## config.mk

```make
export PLATFORM = sky130hd
export DESIGN_NAME = floor_request_scheduler_flat
export DESIGN_NICKNAME = d
export VERILOG_FILES = /design/src/rtl/elevator_pkg.sv /design/src/rtl/floor_request_scheduler_if.sv /design/src/rtl/floor_request_scheduler_floor_pick.sv /design/src/rtl/floor_request_scheduler.sv /design/src/flat_wrapper.sv
export SDC_FILE = /design/constraint.sdc
export NUM_CORES = 1
export LEC_CHECK = 0
export ABC_AREA = 1
export CAP_MARGIN = 30
export CORE_MARGIN = 10
export CORE_UTILIZATION = 35
export DETAILED_ROUTE_END_ITERATION = 10
export DONT_BUFFER_PORTS = 1
export GPL_ROUTABILITY_DRIVEN = 0
export PLACE_DENSITY = 0.57
export SYNTH_ARGS = -nofsm -noshare
export SYNTH_HDL_FRONTEND = slang
export SYNTH_SLANG_ARGS = --single-unit
```

## constraint.sdc

```tcl
create_clock -name clk -period 6.59 [get_ports clk]
set_clock_uncertainty 0.05 [all_clocks]
set_input_delay 1.318 -clock clk [delete_from_list [all_inputs] [get_ports clk]]
set_output_delay 1.318 -clock clk [all_outputs]
set_load 0.05 [all_outputs]
```

## src/rtl/elevator_pkg.sv

```systemverilog
`default_nettype none
// ============================================================================
//  Module      : elevator_pkg
//  Description : Constants and types shared by the elevator controller and
//                the floor request scheduler (sweep directions, scheduler
//                state encoding, default floor index width).
//  Revision    : 1.0 - initial release
// ============================================================================
package elevator_pkg;

    // Sweep direction encoding
    localparam logic DIR_UP   = 1'b1;
    localparam logic DIR_DOWN = 1'b0;

    // Default floor index width, matches the controller floor ports
    localparam int DEFAULT_FLOOR_W = 4;

    // Scheduler FSM states
    typedef enum logic [1:0] {
        ST_IDLE   = 2'd0,
        ST_SELECT = 2'd1,
        ST_TRAVEL = 2'd2,
        ST_DWELL  = 2'd3
    } sched_state_t;

endpackage
`default_nettype wire

```

## src/rtl/floor_request_scheduler_if.sv

```systemverilog
`default_nettype none
// ============================================================================
//  Module      : floor_request_scheduler_if
//  Description : Call buttons, controller feedback and scheduler outputs
//                bundled for the floor request scheduler. The scheduler
//                uses the slave view; the car/controller side uses master.
//  Revision    : 1.0 - initial release
// ============================================================================
interface floor_request_scheduler_if
    import elevator_pkg::*;
#(
    parameter int NUM_FLOORS = 16,
    parameter int FLOOR_W    = DEFAULT_FLOOR_W
);
    logic [NUM_FLOORS-1:0] CALL_REQ;
    logic [FLOOR_W-1:0]    CURRENT_FLOOR;
    logic                  COMPLETE;
    logic                  DOOR_ALERT;
    logic                  WEIGHT_ALERT;
    logic [FLOOR_W-1:0]    REQUESTED_FLOOR;
    logic                  TARGET_VALID;
    logic                  SCAN_DIR;
    logic                  DOOR_OPEN;
    logic [NUM_FLOORS-1:0] PENDING;

    modport master (
        output CALL_REQ, CURRENT_FLOOR, COMPLETE, DOOR_ALERT, WEIGHT_ALERT,
        input  REQUESTED_FLOOR, TARGET_VALID, SCAN_DIR, DOOR_OPEN, PENDING
    );

    modport slave (
        input  CALL_REQ, CURRENT_FLOOR, COMPLETE, DOOR_ALERT, WEIGHT_ALERT,
        output REQUESTED_FLOOR, TARGET_VALID, SCAN_DIR, DOOR_OPEN, PENDING
    );

endinterface
`default_nettype wire

```

## src/rtl/floor_request_scheduler_floor_pick.sv

```systemverilog
`default_nettype none
// ============================================================================
//  Module      : floor_request_scheduler_floor_pick
//  Description : Combinational SCAN search over the pending-call set.
//                Returns the next target (current floor first, then nearest
//                ahead in the sweep direction, then nearest the other way
//                with a direction flip) and, separately, the nearest pending
//                floor ahead for en-route pickup decisions.
//  Revision    : 1.0 - initial release
// ============================================================================
module floor_request_scheduler_floor_pick
    import elevator_pkg::*;
#(
    parameter int NUM_FLOORS = 16,
    parameter int FLOOR_W    = DEFAULT_FLOOR_W
) (
    input  logic [NUM_FLOORS-1:0] pending_i,
    input  logic [FLOOR_W-1:0]    cur_i,
    input  logic                  dir_i,
    output logic                  found_o,
    output logic [FLOOR_W-1:0]    floor_o,
    output logic                  dir_o,
    output logic                  ahead_found_o,
    output logic [FLOOR_W-1:0]    ahead_floor_o
);

    logic               w_at_cur;
    logic               w_up_found;
    logic [FLOOR_W-1:0] w_up_floor;
    logic               w_dn_found;
    logic [FLOOR_W-1:0] w_dn_floor;
    logic               w_behind_found;
    logic [FLOOR_W-1:0] w_behind_floor;

    // Bounded searches: a current floor beyond the top served floor matches
    // nothing, finds nothing above and sees every floor as below.
    always_comb begin
        w_at_cur   = 1'b0;
        w_up_found = 1'b0;
        w_up_floor = '0;
        w_dn_found = 1'b0;
        w_dn_floor = '0;
        for (int i = 0; i < NUM_FLOORS; i++) begin
            if (pending_i[i] && (FLOOR_W'(i) == cur_i)) begin
                w_at_cur = 1'b1;
            end
        end
        // scanning downward leaves the lowest floor above current
        for (int i = NUM_FLOORS - 1; i >= 0; i--) begin
            if (pending_i[i] && (FLOOR_W'(i) > cur_i)) begin
                w_up_found = 1'b1;
                w_up_floor = FLOOR_W'(i);
            end
        end
        // scanning upward leaves the highest floor below current
        for (int i = 0; i < NUM_FLOORS; i++) begin
            if (pending_i[i] && (FLOOR_W'(i) < cur_i)) begin
                w_dn_found = 1'b1;
                w_dn_floor = FLOOR_W'(i);
            end
        end
    end

    // Priority pick: at current floor, ahead in sweep, then reversed sweep
    always_comb begin
        ahead_found_o  = (dir_i == DIR_UP) ? w_up_found : w_dn_found;
        ahead_floor_o  = (dir_i == DIR_UP) ? w_up_floor : w_dn_floor;
        w_behind_found = (dir_i == DIR_UP) ? w_dn_found : w_up_found;
        w_behind_floor = (dir_i == DIR_UP) ? w_dn_floor : w_up_floor;
        found_o        = 1'b0;
        floor_o        = cur_i;
        dir_o          = dir_i;
        if (w_at_cur) begin
            found_o = 1'b1;
        end else if (ahead_found_o) begin
            found_o = 1'b1;
            floor_o = ahead_floor_o;
        end else if (w_behind_found) begin
            found_o = 1'b1;
            floor_o = w_behind_floor;
            dir_o   = ~dir_i;
        end
    end

endmodule
`default_nettype wire

```

## src/rtl/floor_request_scheduler.sv

```systemverilog
`default_nettype none
// ============================================================================
//  Module      : floor_request_scheduler
//  Description : Latches hall/cab calls into a pending set and dispatches
//                target floors to the elevator controller with a SCAN
//                policy, including en-route pickups, and times the door
//                dwell at every stop (extended by door/weight alerts).
//  Revision    : 1.0 - initial release
// ============================================================================
module floor_request_scheduler
    import elevator_pkg::*;
#(
    parameter int NUM_FLOORS   = 16,
    parameter int FLOOR_W      = DEFAULT_FLOOR_W,
    parameter int DWELL_CYCLES = 8
) (
    input  logic                     clk,
    input  logic                     rst,
    floor_request_scheduler_if.slave sched_io
);

    localparam int DWELL_W = (DWELL_CYCLES > 1) ? $clog2(DWELL_CYCLES) : 1;
    localparam logic [DWELL_W-1:0] DWELL_RELOAD = DWELL_W'(DWELL_CYCLES - 1);

    sched_state_t          state_q, state_d;
    logic [NUM_FLOORS-1:0] pending_q, pending_d;
    logic [FLOOR_W-1:0]    req_q, req_d;
    logic                  tv_q, tv_d;
    logic                  dir_q, dir_d;
    logic                  door_q, door_d;
    logic                  first_q, first_d;
    logic [DWELL_W-1:0]    dwell_q, dwell_d;

    logic                  w_pick_found;
    logic [FLOOR_W-1:0]    w_pick_floor;
    logic                  w_pick_dir;
    logic                  w_ahead_found;
    logic [FLOOR_W-1:0]    w_ahead_floor;
    logic [NUM_FLOORS-1:0] w_absorb;
    logic [NUM_FLOORS-1:0] w_clear;
    logic                  w_arrival;
    logic                  w_cur_call;
    logic                  w_alert;
    logic                  w_pickup;

    floor_request_scheduler_floor_pick #(
        .NUM_FLOORS (NUM_FLOORS),
        .FLOOR_W    (FLOOR_W)
    ) u_pick (
        .pending_i     (pending_q),
        .cur_i         (sched_io.CURRENT_FLOOR),
        .dir_i         (dir_q),
        .found_o       (w_pick_found),
        .floor_o       (w_pick_floor),
        .dir_o         (w_pick_dir),
        .ahead_found_o (w_ahead_found),
        .ahead_floor_o (w_ahead_floor)
    );

    // Arrival, pickup and call-masking terms; COMPLETE lags the target by
    // one cycle, so the first TRAVEL cycle never counts as an arrival.
    always_comb begin
        w_absorb = '0;
        w_clear  = '0;
        w_arrival = (state_q == ST_TRAVEL) && !first_q && sched_io.COMPLETE &&
                    (sched_io.CURRENT_FLOOR == req_q);
        for (int i = 0; i < NUM_FLOORS; i++) begin
            w_absorb[i] = (state_q == ST_DWELL) &&
                          (FLOOR_W'(i) == sched_io.CURRENT_FLOOR);
            w_clear[i]  = w_arrival && (FLOOR_W'(i) == req_q);
        end
        w_cur_call = |(sched_io.CALL_REQ & w_absorb);
        w_alert    = sched_io.DOOR_ALERT | sched_io.WEIGHT_ALERT;
        w_pickup   = w_ahead_found &&
                     ((dir_q == DIR_UP) ? (w_ahead_floor < req_q)
                                        : (w_ahead_floor > req_q));
        pending_d  = (pending_q | (sched_io.CALL_REQ & ~w_absorb)) & ~w_clear;
    end

    // Next-state and registered-output logic for the dispatch FSM
    always_comb begin
        state_d = state_q;
        req_d   = req_q;
        tv_d    = tv_q;
        dir_d   = dir_q;
        door_d  = door_q;
        dwell_d = dwell_q;
        first_d = 1'b0;
        case (state_q)
            ST_IDLE: begin
                req_d = sched_io.CURRENT_FLOOR;
                if (pending_q != '0) begin
                    state_d = ST_SELECT;
                end
            end
            ST_SELECT: begin
                if (w_pick_found) begin
                    req_d   = w_pick_floor;
                    dir_d   = w_pick_dir;
                    tv_d    = 1'b1;
                    first_d = 1'b1;
                    state_d = ST_TRAVEL;
                end else begin
                    req_d   = sched_io.CURRENT_FLOOR;
                    state_d = ST_IDLE;
                end
            end
            ST_TRAVEL: begin
                if (w_arrival) begin
                    tv_d    = 1'b0;
                    door_d  = 1'b1;
                    dwell_d = DWELL_RELOAD;
                    state_d = ST_DWELL;
                end else if (w_pickup) begin
                    req_d = w_ahead_floor;
                end
            end
            ST_DWELL: begin
                if (w_alert || w_cur_call) begin
                    dwell_d = DWELL_RELOAD;
                end else if (dwell_q == '0) begin
                    door_d  = 1'b0;
                    state_d = ST_SELECT;
                end else begin
                    dwell_d = dwell_q - 1'b1;
                end
            end
            default: begin
                state_d = ST_IDLE;
            end
        endcase
    end

    // State and output registers; reset holds the car where it stands
    always_ff @(posedge clk) begin
        if (rst) begin
            state_q   <= ST_IDLE;
            pending_q <= '0;
            req_q     <= sched_io.CURRENT_FLOOR;
            tv_q      <= 1'b0;
            dir_q     <= DIR_UP;
            door_q    <= 1'b0;
            first_q   <= 1'b0;
            dwell_q   <= '0;
        end else begin
            state_q   <= state_d;
            pending_q <= pending_d;
            req_q     <= req_d;
            tv_q      <= tv_d;
            dir_q     <= dir_d;
            door_q    <= door_d;
            first_q   <= first_d;
            dwell_q   <= dwell_d;
        end
    end

    assign sched_io.REQUESTED_FLOOR = req_q;
    assign sched_io.TARGET_VALID    = tv_q;
    assign sched_io.SCAN_DIR        = dir_q;
    assign sched_io.DOOR_OPEN       = door_q;
    assign sched_io.PENDING         = pending_q;

endmodule
`default_nettype wire

```

## src/flat_wrapper.sv

```systemverilog
// flat-port wrapper written by rule: the top's interface ports become plain ports
module floor_request_scheduler_flat import elevator_pkg::*;
#(
    parameter int NUM_FLOORS   = 16,
    parameter int FLOOR_W      = DEFAULT_FLOOR_W,
    parameter int DWELL_CYCLES = 8
)
  (clk, rst, sched_io_CALL_REQ, sched_io_CURRENT_FLOOR, sched_io_COMPLETE, sched_io_DOOR_ALERT, sched_io_WEIGHT_ALERT, sched_io_REQUESTED_FLOOR, sched_io_TARGET_VALID, sched_io_SCAN_DIR, sched_io_DOOR_OPEN, sched_io_PENDING);
  floor_request_scheduler_if #(.NUM_FLOORS(NUM_FLOORS), .FLOOR_W(FLOOR_W)) sched_io_i ();
  input  logic clk;
  input  logic rst;
  input wire logic [$bits(sched_io_i.CALL_REQ)-1:0] sched_io_CALL_REQ;
  input wire logic [$bits(sched_io_i.CURRENT_FLOOR)-1:0] sched_io_CURRENT_FLOOR;
  input wire logic [$bits(sched_io_i.COMPLETE)-1:0] sched_io_COMPLETE;
  input wire logic [$bits(sched_io_i.DOOR_ALERT)-1:0] sched_io_DOOR_ALERT;
  input wire logic [$bits(sched_io_i.WEIGHT_ALERT)-1:0] sched_io_WEIGHT_ALERT;
  output wire logic [$bits(sched_io_i.REQUESTED_FLOOR)-1:0] sched_io_REQUESTED_FLOOR;
  output wire logic [$bits(sched_io_i.TARGET_VALID)-1:0] sched_io_TARGET_VALID;
  output wire logic [$bits(sched_io_i.SCAN_DIR)-1:0] sched_io_SCAN_DIR;
  output wire logic [$bits(sched_io_i.DOOR_OPEN)-1:0] sched_io_DOOR_OPEN;
  output wire logic [$bits(sched_io_i.PENDING)-1:0] sched_io_PENDING;
  assign sched_io_i.CALL_REQ = sched_io_CALL_REQ;
  assign sched_io_i.CURRENT_FLOOR = sched_io_CURRENT_FLOOR;
  assign sched_io_i.COMPLETE = sched_io_COMPLETE;
  assign sched_io_i.DOOR_ALERT = sched_io_DOOR_ALERT;
  assign sched_io_i.WEIGHT_ALERT = sched_io_WEIGHT_ALERT;
  assign sched_io_REQUESTED_FLOOR = sched_io_i.REQUESTED_FLOOR;
  assign sched_io_TARGET_VALID = sched_io_i.TARGET_VALID;
  assign sched_io_SCAN_DIR = sched_io_i.SCAN_DIR;
  assign sched_io_DOOR_OPEN = sched_io_i.DOOR_OPEN;
  assign sched_io_PENDING = sched_io_i.PENDING;
  floor_request_scheduler #(.NUM_FLOORS(NUM_FLOORS), .FLOOR_W(FLOOR_W), .DWELL_CYCLES(DWELL_CYCLES)) u_core (.clk(clk), .rst(rst), .sched_io(sched_io_i));
endmodule
```

; After elaboration in Yosys (flattened, before gate mapping)
; Index checks and enable logic that the tools add are counted.
[totals]
latch_bits = 0
ramBits = 0
out_inout_bits = 23
n_memories = 0
reg_bits = 29
mem_bits_ro = 0
wordCells = 311
[classes]
n_eq_ne = 42
n_div = 0
n_mux = 113
n_reduce_logical = 102
order_cmp = 34
addsub = 1
shifts = 0
n_bitwise = 11
multipliers = 0
[ops]
columns = operator, count
row1 = 4-bit two-way mux, 39
row2 = 1-bit logical AND, 84
row3 = 4-bit equality test (first input constant), 16
row4 = 1-bit two-way mux, 61
row5 = 16-bit bitwise AND, 3
row6 = 3-bit by 4-bit equality test with 1-bit output (first input constant), 8
row7 = 4-bit greater-than comparator (first input constant), 8
row8 = 4-bit less-than comparator (first input constant), 8
row9 = 16-bit inverter, 2
row10 = 2-bit by 4-bit equality test with 1-bit output (first input constant), 4
row11 = 3-bit by 4-bit greater-than comparator with 1-bit output (first input constant), 4
row12 = 3-bit by 4-bit less-than comparator with 1-bit output (first input constant), 4
row13 = 16-bit bitwise OR, 1
row14 = 16-bit nonzero test, 1
row15 = 16-bit OR reduction, 1
row16 = 4-bit one-hot mux with 3 select lines, 1
row17 = 2-bit two-way mux, 5
row18 = 3-bit two-way mux, 3
row19 = 3-bit AND reduction, 3
row20 = 1-bit by 4-bit equality test with 1-bit output (first input constant), 2
row21 = 1-bit by 4-bit greater-than comparator with 1-bit output (first input constant), 2
row22 = 2-bit by 4-bit greater-than comparator with 1-bit output (first input constant), 2
row23 = 4-bit zero test, 2
row24 = 1-bit by 4-bit less-than comparator with 1-bit output (first input constant), 2
row25 = 25 further kinds, 37

; Logic depth before layout (Yosys ltp)
[logic_depth]
ltp_word = 26
ltp_mapped = 29
depth_no_buf = 28

; Cells and area by module
; Synthesis repeated with hierarchy kept, for this count alone.
[hier_totals]
hier_cells = 498
hier_area_um2 = 3034.2
[modules_own_cells]
columns = mod, area_per_inst_um2, cells_per_inst, n_inst
row1 = floor_request_scheduler, 1933.1, 282, 1
row2 = floor_request_scheduler_floor_pick, 1101.1, 216, 1

; Worst setup path after synthesis
; Ideal clock, no wire load.
[synth_timing]
kind = input port to flip-flop
from = input sched_io_CURRENT_FLOOR[0]
to = register u_core.req_q[0], in the netlist u_core.sched_io.REQUESTED_FLOOR[0] (enable)
n_path_buf = 1
t_arrival_ps = 3528
path_stages = 17
setup_ps = 308
path_slack_ps = 2704
path_cell_list = buf_2 nand2_1 inv_2 nand2_1 nand3_1 nand2_1 nor3_1 o21ai_0 o21ai_0 ha_1 a21oi_1 o21ai_0 o21ai_0 nand3_1 nand2_1 o21ai_0 nand2_1
[synth_via]
elab_chain_cells = 24
[synth_rtl]
columns = element, line_no
row1 = "start, declared", flat_wrapper.sv:13  ; input wire logic [$bits(sched_io_i.CURRENT_FLOOR)-1:0] sched_io_CURRENT_FLOOR;
row2 = 4-bit greater-than comparator, floor_request_scheduler_floor_pick.sv:50  ; if (pending_i[i] && (FLOOR_W'(i) > cur_i)) begin
row3 = 1-bit logical AND, floor_request_scheduler_floor_pick.sv:50
row4 = 4-bit two-way mux (16 in a row), floor_request_scheduler_floor_pick.sv:50
row5 = 4-bit two-way mux, floor_request_scheduler_floor_pick.sv:67  ; ahead_floor_o = (dir_i == DIR_UP) ? w_up_floor : w_dn_floor;
row6 = 4-bit greater-than comparator or 4-bit less-than comparator (tied branches), "floor_request_scheduler.sv:76, floor_request_scheduler.sv:75"
row7 = 1-bit two-way mux, floor_request_scheduler.sv:75  ; ((dir_q == DIR_UP) ? (w_ahead_floor < req_q)
row8 = 1-bit logical AND, floor_request_scheduler.sv:74  ; w_pickup = w_ahead_found &&
row9 = 3-bit by 2-bit != test with 1-bit output (no line), --
row10 = 3-bit AND reduction (no line) *, --
row11 = "end signal, assigned", floor_request_scheduler.sv:139  ; req_q <= sched_io.CURRENT_FLOOR;
row12 = "end signal, assigned", floor_request_scheduler.sv:148  ; req_q <= req_d;
row13 = "end, declared", floor_request_scheduler.sv:27  ; logic [FLOOR_W-1:0] req_q, req_d;
; Mark *: on every way between the ends. The rest lies on a longest branch, timed or not.
; A chain may end at the register's enable or synchronous reset.

; Worst setup path in the final report
[layout_timing]
from = input sched_io_CURRENT_FLOOR[1]
to = register u_core.req_q[3], in the netlist u_core.sched_io.REQUESTED_FLOOR[3] (enable)
; The elaborated chain is that of the path after synthesis.

==> metrics <==
clock edge transition at the registers on the reported setup and hold paths=~0.07 ns; Arr. time, crit path=a little under 4 ns; Final period util=0.594; GR Util All Layers=0.163; maximum cell stage delay along the critical path=~0.39 ns; P_int=roughly 420 uW; fillcell total=870; wire length per cell=17.0 um; Setup TNS=0 ns; maximum number of pins on one net before global-route repair=21; Total Wirelength=9.55 mm; placed wire-length estimate=7.78 mm; Area growth syn-to-layout=5.53%; number of standard cells in the layout, taps in and fillers out=between 500 and 600; amount of wire on met3 after detailed routing=about 1.1 mm; vertical extent of the die=109 um; Clock Tree Buf Depth=2; worst hold path endpoint=u_core.dwell_q[0]$_SDFFE_PP0P_; Hold Vio Cnt, Final=0; number of CTS-inserted buffers=5; combinational power share=0.405; share of flip-flops with an asynchronous set or reset after synthesis=0; sequential fraction of design power=0.415; CTS Sinks=29; effective utilization at floorplan=0.359; clock tree from TritonCTS=built; number of nets in the layout=496; Area contributors post-synth=sky130_fd_sc_hd__dfxtp_1 18%, sky130_fd_sc_hd__nand2_1 17%, sky130_fd_sc_hd__inv_1 9.0%, sky130_fd_sc_hd__nor2_1 6.0%, sky130_fd_sc_hd__a21oi_1 5.8%; yosys warns=0; distinct cell type count after synthesis=40; buffering stage count on the worst path with inverters included=1; total of flip-flops plus latches after synthesis=29; worst min-delay path startpoint=u_core.dwell_q[0]$_SDFFE_PP0P_; Finish-stage setup viols=0; cell total after placement=about 560; post-synthesis cell count=466; antenna violation net count after detailed routing=0; total area of multi-input combinational cells=roughly 0.0018 sq mm; worst hold path cell count=1; least setup slack across all paths after layout=2.67 ns; Top FF cell, synth=sky130_fd_sc_hd__dfxtp_1; required time at the worst-slack endpoint=between 6 and 7 ns; leakage power=about 0.0014 uW; cell family with the largest share of critical-path delay=compound AO/OA/AOI/OAI gates; cells along the critical path=nand2_1, inv_2, nand2_1, nand3_1, nand2_1, nor3_1, o21ai_0, o21ai_0, ha_1, a21oi_1, o21ai_0, o21ai_0, nand3_1, nand2_1, o21ai_0, nand2_1; final cell utilization of the core=0.379; sum of routed wire segments on met1=approximately 4.0 mm; net switching power=between 400 and 500 uW; reg2reg end=u_core.sched_io.REQUESTED_FLOOR[3]$_DFFE_PP_; number of nets produced by synthesis=502; Die Footprint=0.0118 sq mm; worst reg-to-reg setup slack=between 3 and 4 ns; sum of met2 wire segment lengths after detailed routing=about 4.2 mm; Post-Synthesis Cell Area=between 0.002 and 0.003 sq mm; status=complete, no violations; FP Rows=32; count of vias placed by the detailed router=between 3,000 and 4,000; Floorplan Core Area=0.00769 sq mm; startpoint types=primary input; Commonest cells post-synth=125 x sky130_fd_sc_hd__nand2_1, 66 x sky130_fd_sc_hd__inv_1, 44 x sky130_fd_sc_hd__nor2_1, 32 x sky130_fd_sc_hd__a21oi_1, 31 x sky130_fd_sc_hd__nand3_1; total I/O pin count=48; hold-fix buffer count after cts=0; PD cells=slightly below 300 mW/mm^2; area fraction of the dominant cell type after synthesis=0.181; clock power share=0.180; Worst path slowest cell=sky130_fd_sc_hd__o21ai_0; Post-synth EDFFs=4; Min Clock Period, post-route=3.92 ns; Rel. slew slack=0.429; initial antenna violation count=0; number of detailed-route iterations in the first pass=5; DRC marker count from the first detailed-route iteration=between 150 and 200; reg2reg path depth=27; FF-to-FF Start=u_core.sched_io.PENDING[1]$_SDFF_PP0_; ratio of cells with drive above 1 in the final layout=0.0477; number of global-route vias before repair=2,890; pre-CTS setup slack=roughly 2.4 ns; Resized cells post-CTS=0; global-route wire length before repair=around 15 mm; drt drc=0; number of diodes=0; CP endpoint kind=flop; critical setup path kind=in2reg; Die Width=between 100 and 150 um; number of pins exceeding their max-slew limit in the final report=0; worst supply voltage drop on vdd=approximately 0.24 mV; Sequential cell area=621 sq um; Port Buffers=0; max frequency=~260 MHz; uppermost metal layer occupied by signal nets=met4; drt via density=roughly 5.5; CTS root buf=sky130_fd_sc_hd__clkbuf_8; max-cap violations=0; insertion delay of the later-clocked pin in the worst-skew pair=between 0.2 and 0.3 ns; pin slew with the least headroom to its limit=0.855 ns; switching portion of total power=0.512; kind of path behind the tightest hold check=reg2reg; Synth Area per Inst=5.93 sq um; RSZ-0062 raised after global routing=false; critical-path maximum fanout=14; cell taking the most area after synthesis=sky130_fd_sc_hd__dfxtp_1; Post-CTS Setup Repair Bufs=0; sequential share of the synthesized area=0.225; most frequent cell after synthesis=sky130_fd_sc_hd__nand2_1; overflow left after global routing=0; overall power=approximately 870 uW; maximum level of the CTS H-tree=2
-- per-stage QoR --
stage               cell area [sq um]  hold slack, ns
global placement                 2830           0.388
floorplan                        2760           0.373
detailed placement               2830           0.392
finish                           2920           0.394
CTS                              2920           0.401
global route                     2920           0.408
-- how the worst max path moves through the flow --
stage | from | end | slack, ns | cells past startpoint
6_report | sched_io_CURRENT_FLOOR[1] | u_core.sched_io.REQUESTED_FLOOR[3]$_DFFE_PP_ | 2.67 | 16
5_1_grt | sched_io_CURRENT_FLOOR[0] | u_core.sched_io.REQUESTED_FLOOR[1]$_DFFE_PP_ | 2.41 | 26
4_1_cts | sched_io_CURRENT_FLOOR[1] | u_core.sched_io.REQUESTED_FLOOR[2]$_DFFE_PP_ | 2.73 | 16
3_5_place_dp | sched_io_CURRENT_FLOOR[1] | u_core.sched_io.REQUESTED_FLOOR[3]$_DFFE_PP_ | 2.43 | 16
3_3_place_gp | sched_io_CURRENT_FLOOR[3] | u_core.sched_io.REQUESTED_FLOOR[0]$_DFFE_PP_ | 2.36 | 15
2_1_floorplan | sched_io_CURRENT_FLOOR[0] | u_core.sched_io.REQUESTED_FLOOR[0]$_DFFE_PP_ | 2.70 | 17
-- cell type report --
cell class / count / area share
well taps: 102 / 0.0438
inverters: 71 / 0.0914
flip-flops and latches: 29 / 0.213
clock buffers: 8 / 0.0309
multi-input cells: 353 / 0.621
-- power by group through the flow --
stage / sequential (uW) / combinational (uW) / clock [uW]
2_1_floorplan: 335 / 284 / 0
3_3_place_gp: 363 / 346 / 0
3_5_place_dp: 364 / 345 / 0
4_1_cts: 360 / 347 / 160
5_1_grt: 367 / 402 / 166
6_report: 359 / 351 / 156
-- flip-flops by register name (all words and copies together), names as in the netlist --
| register | flops |
|---|---|
| u_core.sched_io.PENDING | 16 |
| u_core.sched_io.REQUESTED_FLOOR | 4 |
| u_core.dwell_q | 3 |
| u_core.state_q | 2 |
| u_core.first_q | 1 |
| u_core.sched_io.DOOR_OPEN | 1 |
| u_core.sched_io.SCAN_DIR | 1 |
| u_core.sched_io.TARGET_VALID | 1 |
-- routing by layer --
metal | vias to the layer above | track usage
li1 | 1540 | -
met1 | 1388 | 0.198
met2 | 124 | 0.257
met3 | 22 | 0.0631
met4 | 0 | 0.0556
met5 | - | 0
-- layout by cell type, fill, tap and decap left out, types with 6 or more instances in the layout --
cell,instances
sky130_fd_sc_hd__nand2_1,125
sky130_fd_sc_hd__inv_1,66
sky130_fd_sc_hd__nor2_1,44
sky130_fd_sc_hd__o21ai_0,29
sky130_fd_sc_hd__a221oi_1,7
sky130_fd_sc_hd__nor3_1,19
sky130_fd_sc_hd__ha_1,11
sky130_fd_sc_hd__a21oi_1,32
sky130_fd_sc_hd__dfxtp_1,25
sky130_fd_sc_hd__nand4_1,7
sky130_fd_sc_hd__clkbuf_8,6
sky130_fd_sc_hd__nand3_1,31
-- kinds of logic (layout without fill, tap and decap cells) --
group | after synthesis | count (layout) | synth area share
AO/OA/AOI/OAI | 100 | 100 | 0.222
AND/OR/NAND/NOR | 239 | 239 | 0.374
flip-flops | 29 | 29 | 0.225
adder cells (fa/ha/maj) | 11 | 11 | 0.0498
buffers and inverters | 84 | 79 | 0.120
XOR/XNOR | 3 | 3 | 0.00951
Note: power is estimated with default switching activity, not from simulation.
